File: src/rtl/ps2_cmd_sequencer_if.sv
// Bundles the requester, host-to-keyboard writer and keyboard-reply signals
// seen by ps2_cmd_sequencer; slave is the sequencer's view, master the environment's.
interface ps2_cmd_sequencer_if;
  logic       cmd_start;
  logic       cmd_len;
  logic [7:0] cmd_byte0;
  logic [7:0] cmd_byte1;
  logic       ps2busy;
  logic       ps2error;
  logic       kb_interrupt;
  logic [7:0] scancode;
  logic [7:0] data;
  logic       dataload;
  logic       seq_busy;
  logic       seq_done;
  logic       seq_fail;
  logic [7:0] last_resp;

  modport slave (
    input  cmd_start, cmd_len, cmd_byte0, cmd_byte1,
    input  ps2busy, ps2error, kb_interrupt, scancode,
    output data, dataload, seq_busy, seq_done, seq_fail, last_resp
  );

  modport master (
    output cmd_start, cmd_len, cmd_byte0, cmd_byte1,
    output ps2busy, ps2error, kb_interrupt, scancode,
    input  data, dataload, seq_busy, seq_done, seq_fail, last_resp
  );
endinterface

File: src/rtl/ps2_cmd_sequencer.sv
// Sends 1- or 2-byte keyboard commands through ps2_host_to_kb, waits for the
// FA acknowledge, retries on FE / writer error, and reports done or fail.
module ps2_cmd_sequencer #(
  parameter logic [23:0] TIMEOUT_CYCLES = 24'd1600000,
  parameter int unsigned MAX_RETRIES    = 2
) (
  input logic                clk,
  input logic                rst,
  ps2_cmd_sequencer_if.slave bus
);

  localparam int unsigned RW = (MAX_RETRIES > 0) ? $clog2(MAX_RETRIES + 1) : 1;

  localparam logic [2:0] S_IDLE      = 3'd0;
  localparam logic [2:0] S_LOAD      = 3'd1;
  localparam logic [2:0] S_WAIT_RISE = 3'd2;
  localparam logic [2:0] S_WAIT_TX   = 3'd3;
  localparam logic [2:0] S_WAIT_ACK  = 3'd4;
  localparam logic [2:0] S_RETRY     = 3'd5;
  localparam logic [2:0] S_DONE      = 3'd6;
  localparam logic [2:0] S_FAIL      = 3'd7;

  localparam logic [7:0] KB_ACK    = 8'hFA;
  localparam logic [7:0] KB_RESEND = 8'hFE;

  logic [2:0]    state_q, state_d;
  logic          len_q, len_d;
  logic [7:0]    byte0_q, byte0_d;
  logic [7:0]    byte1_q, byte1_d;
  logic          idx_q, idx_d;
  logic [RW-1:0] retries_q, retries_d;
  logic [23:0]   timer_q, timer_d;
  logic [7:0]    data_q, data_d;
  logic          dataload_q, dataload_d;
  logic [7:0]    last_resp_q, last_resp_d;

  logic          timed_out;
  logic [23:0]   timer_sat;

  // The timer saturates so a long stall can never wrap back under the limit.
  assign timed_out = (timer_q == TIMEOUT_CYCLES);
  assign timer_sat = timed_out ? timer_q : timer_q + 24'd1;

  always_comb begin
    // NOTE: every output of this block gets a default first, so no path can infer a latch.
    state_d     = state_q;
    len_d       = len_q;
    byte0_d     = byte0_q;
    byte1_d     = byte1_q;
    idx_d       = idx_q;
    retries_d   = retries_q;
    timer_d     = timer_sat;
    data_d      = data_q;
    dataload_d  = 1'b0;
    last_resp_d = last_resp_q;

    case (state_q)
      S_IDLE: begin
        if (bus.cmd_start) begin
          len_d     = bus.cmd_len;
          byte0_d   = bus.cmd_byte0;
          byte1_d   = bus.cmd_byte1;
          idx_d     = 1'b0;
          retries_d = '0;
          state_d   = S_LOAD;
        end
      end
      S_LOAD: begin
        if (!bus.ps2busy) begin
          data_d     = idx_q ? byte1_q : byte0_q;
          dataload_d = 1'b1;
          timer_d    = '0;
          state_d    = S_WAIT_RISE;
        end
      end
      S_WAIT_RISE: begin
        if (bus.ps2busy)     state_d = S_WAIT_TX;
        else if (timed_out)  state_d = S_FAIL;
      end
      S_WAIT_TX: begin
        if (!bus.ps2busy) begin
          if (bus.ps2error) begin
            state_d = S_RETRY;
          end else begin
            timer_d = '0;
            state_d = S_WAIT_ACK;
          end
        end
      end
      S_WAIT_ACK: begin
        // A reply in the expiry cycle takes precedence over the timeout.
        if (bus.kb_interrupt) begin
          last_resp_d = bus.scancode;
          if (bus.scancode == KB_ACK) begin
            if (idx_q == len_q) begin
              state_d = S_DONE;
            end else begin
              idx_d     = idx_q + 1'b1;
              retries_d = '0;
              state_d   = S_LOAD;
            end
          end else if (bus.scancode == KB_RESEND) begin
            state_d = S_RETRY;
          end
        end else if (timed_out) begin
          state_d = S_FAIL;
        end
      end
      S_RETRY: begin
        if (retries_q == RW'(MAX_RETRIES)) begin
          state_d = S_FAIL;
        end else begin
          retries_d = retries_q + 1'b1;
          state_d   = S_LOAD;
        end
      end
      S_DONE:  state_d = S_IDLE;
      S_FAIL:  state_d = S_IDLE;
      default: state_d = S_IDLE;
    endcase
  end

  always_ff @(posedge clk) begin
    if (rst) begin
      state_q     <= S_IDLE;
      len_q       <= 1'b0;
      byte0_q     <= 8'h00;
      byte1_q     <= 8'h00;
      idx_q       <= 1'b0;
      retries_q   <= '0;
      timer_q     <= '0;
      data_q      <= 8'h00;
      dataload_q  <= 1'b0;
      last_resp_q <= 8'h00;
    end else begin
      // NOTE: non-blocking updates so every register samples the pre-edge values.
      state_q     <= state_d;
      len_q       <= len_d;
      byte0_q     <= byte0_d;
      byte1_q     <= byte1_d;
      idx_q       <= idx_d;
      retries_q   <= retries_d;
      timer_q     <= timer_d;
      data_q      <= data_d;
      dataload_q  <= dataload_d;
      last_resp_q <= last_resp_d;
    end
  end

  // Status is decoded from the state so done/fail and the busy drop share one cycle.
  assign bus.data      = data_q;
  assign bus.dataload  = dataload_q;
  assign bus.seq_busy  = (state_q != S_IDLE) && (state_q != S_DONE) && (state_q != S_FAIL);
  assign bus.seq_done  = (state_q == S_DONE);
  assign bus.seq_fail  = (state_q == S_FAIL);
  assign bus.last_resp = last_resp_q;

endmodule

File: src/flat_wrapper.sv
// flat-port wrapper written by rule: the top's interface ports become plain ports
module ps2_cmd_sequencer_flat 
#(
  parameter logic [23:0] TIMEOUT_CYCLES = 24'd1600000,
  parameter int unsigned MAX_RETRIES    = 2
)
  (clk, rst, bus_cmd_start, bus_cmd_len, bus_cmd_byte0, bus_cmd_byte1, bus_ps2busy, bus_ps2error, bus_kb_interrupt, bus_scancode, bus_data, bus_dataload, bus_seq_busy, bus_seq_done, bus_seq_fail, bus_last_resp);
  ps2_cmd_sequencer_if bus_i ();
  input logic clk;
  input logic rst;
  input wire logic [$bits(bus_i.cmd_start)-1:0] bus_cmd_start;
  input wire logic [$bits(bus_i.cmd_len)-1:0] bus_cmd_len;
  input wire logic [$bits(bus_i.cmd_byte0)-1:0] bus_cmd_byte0;
  input wire logic [$bits(bus_i.cmd_byte1)-1:0] bus_cmd_byte1;
  input wire logic [$bits(bus_i.ps2busy)-1:0] bus_ps2busy;
  input wire logic [$bits(bus_i.ps2error)-1:0] bus_ps2error;
  input wire logic [$bits(bus_i.kb_interrupt)-1:0] bus_kb_interrupt;
  input wire logic [$bits(bus_i.scancode)-1:0] bus_scancode;
  output wire logic [$bits(bus_i.data)-1:0] bus_data;
  output wire logic [$bits(bus_i.dataload)-1:0] bus_dataload;
  output wire logic [$bits(bus_i.seq_busy)-1:0] bus_seq_busy;
  output wire logic [$bits(bus_i.seq_done)-1:0] bus_seq_done;
  output wire logic [$bits(bus_i.seq_fail)-1:0] bus_seq_fail;
  output wire logic [$bits(bus_i.last_resp)-1:0] bus_last_resp;
  assign bus_i.cmd_start = bus_cmd_start;
  assign bus_i.cmd_len = bus_cmd_len;
  assign bus_i.cmd_byte0 = bus_cmd_byte0;
  assign bus_i.cmd_byte1 = bus_cmd_byte1;
  assign bus_i.ps2busy = bus_ps2busy;
  assign bus_i.ps2error = bus_ps2error;
  assign bus_i.kb_interrupt = bus_kb_interrupt;
  assign bus_i.scancode = bus_scancode;
  assign bus_data = bus_i.data;
  assign bus_dataload = bus_i.dataload;
  assign bus_seq_busy = bus_i.seq_busy;
  assign bus_seq_done = bus_i.seq_done;
  assign bus_seq_fail = bus_i.seq_fail;
  assign bus_last_resp = bus_i.last_resp;
  ps2_cmd_sequencer #(.TIMEOUT_CYCLES(TIMEOUT_CYCLES), .MAX_RETRIES(MAX_RETRIES)) u_core (.clk(clk), .rst(rst), .bus(bus_i));
endmodule
File: config.mk
export PLATFORM = sky130hd
export DESIGN_NAME = ps2_cmd_sequencer_flat
export DESIGN_NICKNAME = d
export VERILOG_FILES = /design/src/rtl/ps2_cmd_sequencer_if.sv /design/src/rtl/ps2_cmd_sequencer.sv /design/src/flat_wrapper.sv
export SDC_FILE = /design/constraint.sdc
export NUM_CORES = 1
export LEC_CHECK = 0
export ABC_CLOCK_PERIOD_IN_PS = 3580
export BUFFER_PORTS_ARGS = -buffer_cell sky130_fd_sc_hd__clkbuf_2
export CAP_MARGIN = 5
export CORE_MARGIN = 2
export CORE_UTILIZATION = 36
export CTS_CLUSTER_DIAMETER = 100
export CTS_CLUSTER_SIZE = 30
export DETAILED_ROUTE_END_ITERATION = 12
export PLACE_DENSITY_LB_ADDON = 0.25
export SYNTH_ARGS = -nofsm -noshare
export SYNTH_HDL_FRONTEND = slang
export SYNTH_SLANG_ARGS = --single-unit
export TNS_END_PERCENT = 30
File: constraint.sdc
create_clock -name clk -period 3.58 [get_ports clk]
set_input_delay 0 -clock clk [delete_from_list [all_inputs] [get_ports clk]]
set_output_delay 0 -clock clk [all_outputs]
set_load 0.02 [all_outputs]
==> metrics.md <==
| Metric | Value |
|---|---|
| Outcome | `complete, no violations` |
| Core area | `~7800 um^2` |
| Share of layout cells above drive strength 1 | `0.164` |
| Pwr dens | `between 400 and 500 nW/um^2` |
| Largest net degree at the start of global routing | `42` |
| Most common cell in the synthesized netlist | `nand2_1` |
| Net Count, Synth | `between 300 and 400` |
| Largest cells by area after synthesis | `dfxtp_1 44%, nand2_1 8.9%, a21oi_1 6.7%, nor2_1 5.0%, xnor2_1 4.8%` |
| Critical path class | `flip-flop to flip-flop` |
| Synth cell count leaders | `69 x nand2_1, 64 x dfxtp_1, 39 x a21oi_1, 39 x nor2_1, 16 x xnor2_1` |
| Int Power | `roughly 1.1 mW` |
| Max-Cap Viols | `0` |
| Placed Instance Area | `3210 um^2` |
| Die width | `approximately 94 um` |
| Achievable frequency | `502 MHz` |
| Peak supply drop | `0.000201 V` |
| Vias | `2661` |
| ANT nets after route | `0` |
| Net Switching | `383 uW` |
| Initial drt markers | `between 90 and 100` |
| Post-synth top area share | `0.439` |
| Fin crit share | `0.556` |
| Final Power | `approximately 1.5 mW` |
| Post-synth top area cell | `dfxtp_1` |
| Fin cells | `about 530` |
| Leakage | `between 1 and 1.5 nW` |
| P&R area growth vs syn | `25.5%` |
| Post-Place Cells | `493` |
| Min cycle time layout | `1990 ps` |
| Detailed Route WL | `around 6500 um` |
| Avg Inst Size Synth | `roughly 8 um^2` |
| GR Overflow Total | `0` |
| Yosys reg bits | `between 60 and 70` |
| Clock power share | `0.398` |
| Clock Sinks | `64` |
| Hold Fails Final Rpt | `0` |
| # setup viols final | `0` |
| Hold WC Path Type | `input pin to flip-flop` |
| Via density | `about 5` |
| Post-synth EDFFs | `0` |
| CP Capture Type | `flip-flop` |
| Slew at the pin with the worst max-slew slack | `about 990 ps` |
| Row count | `32` |
| Vias in the first global route | `between 2000 and 2500` |
| Final HPWL DP | `~4100 um` |
| CP Launch Type | `flip-flop` |
| CP required | `between 3000 and 4000 ps` |
| Max-slew violation count | `0` |
| GP Congestion | `just over 0.8` |
| Die area | `roughly 9000 um^2` |
| Starting density of the core | `0.375` |
| Switching power share of the total | `0.251` |
| Tot GR Track Use | `0.158` |
| First-pass GRT wire length | `11000 um` |
| Initial antenna violation count | `0` |
| Reg clk slew, reported paths | `70 ps` |
| Total CTS buffers | `9` |
| Comb pwr share | `0.105` |
| Clock latency on the worst-skew pair | `about 340 ps` |
| Yosys cell types | `47` |
| Die height | `roughly 94 um` |
| Main synth FF type | `dfxtp_1` |
| Port buffer count | `50` |
| Top Ports | `51` |
| CTS max path bufs | `2` |
| Cell area after synthesis | `around 2900 um^2` |
| Worst Setup Slack, final | `approximately 1600 ps` |
| Register area share after synthesis | `0.439` |
| Asr flop ratio synth | `0` |
| Root buffer cell | `clkbuf_8` |
| Setup TNS | `0 ps` |
| Mapped Cells | `361` |
| Sequential power share | `0.497` |
| CTS tree | `yes` |
| H-tree depth | `3` |
| Wire per inst | `between 10 and 15 um` |
| Net count, final | `approximately 460` |
| Max_slew headroom | `0.335` |
| Residual DRC | `0` |
| Synth warnings | `0` |
| # diodes | `0` |
| DRT Pass-1 Iters | `6` |
| Post-route cell area | `3660 um^2` |
| Crit-path max FO | `13` |
| RSZ-0062 raised after global routing | `no` |
| Worst path arrival time | `about 2200 ps` |
| Clock skew | `between 8 and 9 ps` |
| Place WS | `about 1600 ps` |
placed cells by master, fill, tap and decap left out, drive strengths merged, types with 9 or more instances in the layout:
cell type,count
a211oi,10
xnor2,16
a21oi,39
o21ai,10
mux2i,11
nor2,39
dlygate4sd3,26
clkbuf,62
nor4,9
nand2,70
dfxtp,64
power groups by stage:
| stage | logic [mW] | registers [mW] | clock network (mW) |
|---|---|---|---|
| after global routing | 0.180 | 0.762 | 0.647 |
| after floorplan | 0.0904 | 0.775 | 0 |
| final | 0.160 | 0.759 | 0.608 |
| after global placement | 0.137 | 0.774 | 0 |
| after detailed placement | 0.139 | 0.775 | 0 |
| after CTS | 0.161 | 0.758 | 0.626 |
metal layers:
metal / vias to the layer above / share of wire / track usage / wire, um
li1: 1375 / - / - / -
met1: 1218 / 0.49 / 0.196 / 3180
met2: 59 / 0.46 / 0.258 / 2970
met3: 9 / 0.046 / 0.0498 / 300
met4: 0 / 0.012 / 0.0543 / 80
met5: - / 0 / 0 / 0
worst paths after layout:
kind	start	to	slack (ps)	cells past startpoint
hold / removal	bus_kb_interrupt	u_core.idx_q$_SDFFE_PP0P_	120	4
setup reg to reg	u_core.idx_q$_SDFFE_PP0P_	u_core.retries_q[1]$_SDFFE_PP0P_	1590	5
setup / recovery	u_core.idx_q$_SDFFE_PP0P_	u_core.retries_q[1]$_SDFFE_PP0P_	1590	5
hold reg to reg	u_core.bus.last_resp[7]$_SDFFE_PP0P_	u_core.bus.last_resp[7]$_SDFFE_PP0P_	450	2
state kept, by name, indices dropped and copies added, names as in the netlist:
| register | count |
|---|---|
| u_core.retries_q | 2 |
| u_core.bus.last_resp | 8 |
| u_core.idx_q | 1 |
| u_core.bus.dataload | 1 |
| u_core.state_q | 3 |
| u_core.len_q | 1 |
| u_core.bus.data | 8 |
| u_core.timer_q | 24 |
| u_core.byte0_q | 8 |
| u_core.byte1_q | 8 |
layout make-up:
| cell class | count | area [um^2] |
|---|---|---|
| timing repair buffer | 76 | 510 |
| tap | 102 | 128 |
| multi-input combinational | 269 | 1520 |
| clock buffer | 12 | 145 |
| inverter | 8 | 30.0 |
| clock inverter | 3 | 42.5 |
| fill | 776 | 4110 |
| sequential | 64 | 1280 |
what timing repair did:
action | 4_1_cts | 5_1_grt
setup endpoints to repair | 0 | 0
buffers inserted | 0 | 0
hold endpoints to repair | 26 | 0
gates resized for setup | 0 | 0
hold buffers | 26 | 0
logic make-up (layout without fill, tap and decap cells):
| group | count (synthesis) | count (layout) | share of synthesized area |
|---|---|---|---|
| and+or+nand+nor | 169 | 169 | 0.279 |
| muxes | 11 | 11 | 0.0378 |
| buffers and inverters | 28 | 99 | 0.0391 |
| AOI/OAI and AO/OA | 66 | 66 | 0.132 |
| DFF | 64 | 64 | 0.439 |
| xor gates and xnor gates | 20 | 20 | 0.0601 |
| adders and majority gates | 3 | 3 | 0.0129 |
critical path: stages (launching register included):
cell and delay [ps]:
dfxtp_1 740, xor2_1 280, o211ai_1 110, a211oi_1 430, mux2i_1 230, nor2_1 60
per-stage QoR:
step / utilization / hold WS, ps
finish: 0.471 / 119
global route: 0.471 / 135
floorplan: - / 78.7
global placement: 0.413 / 224
CTS: 0.471 / 97.5
detailed placement: 0.413 / 232
Note: power is estimated with default switching activity, not from simulation.
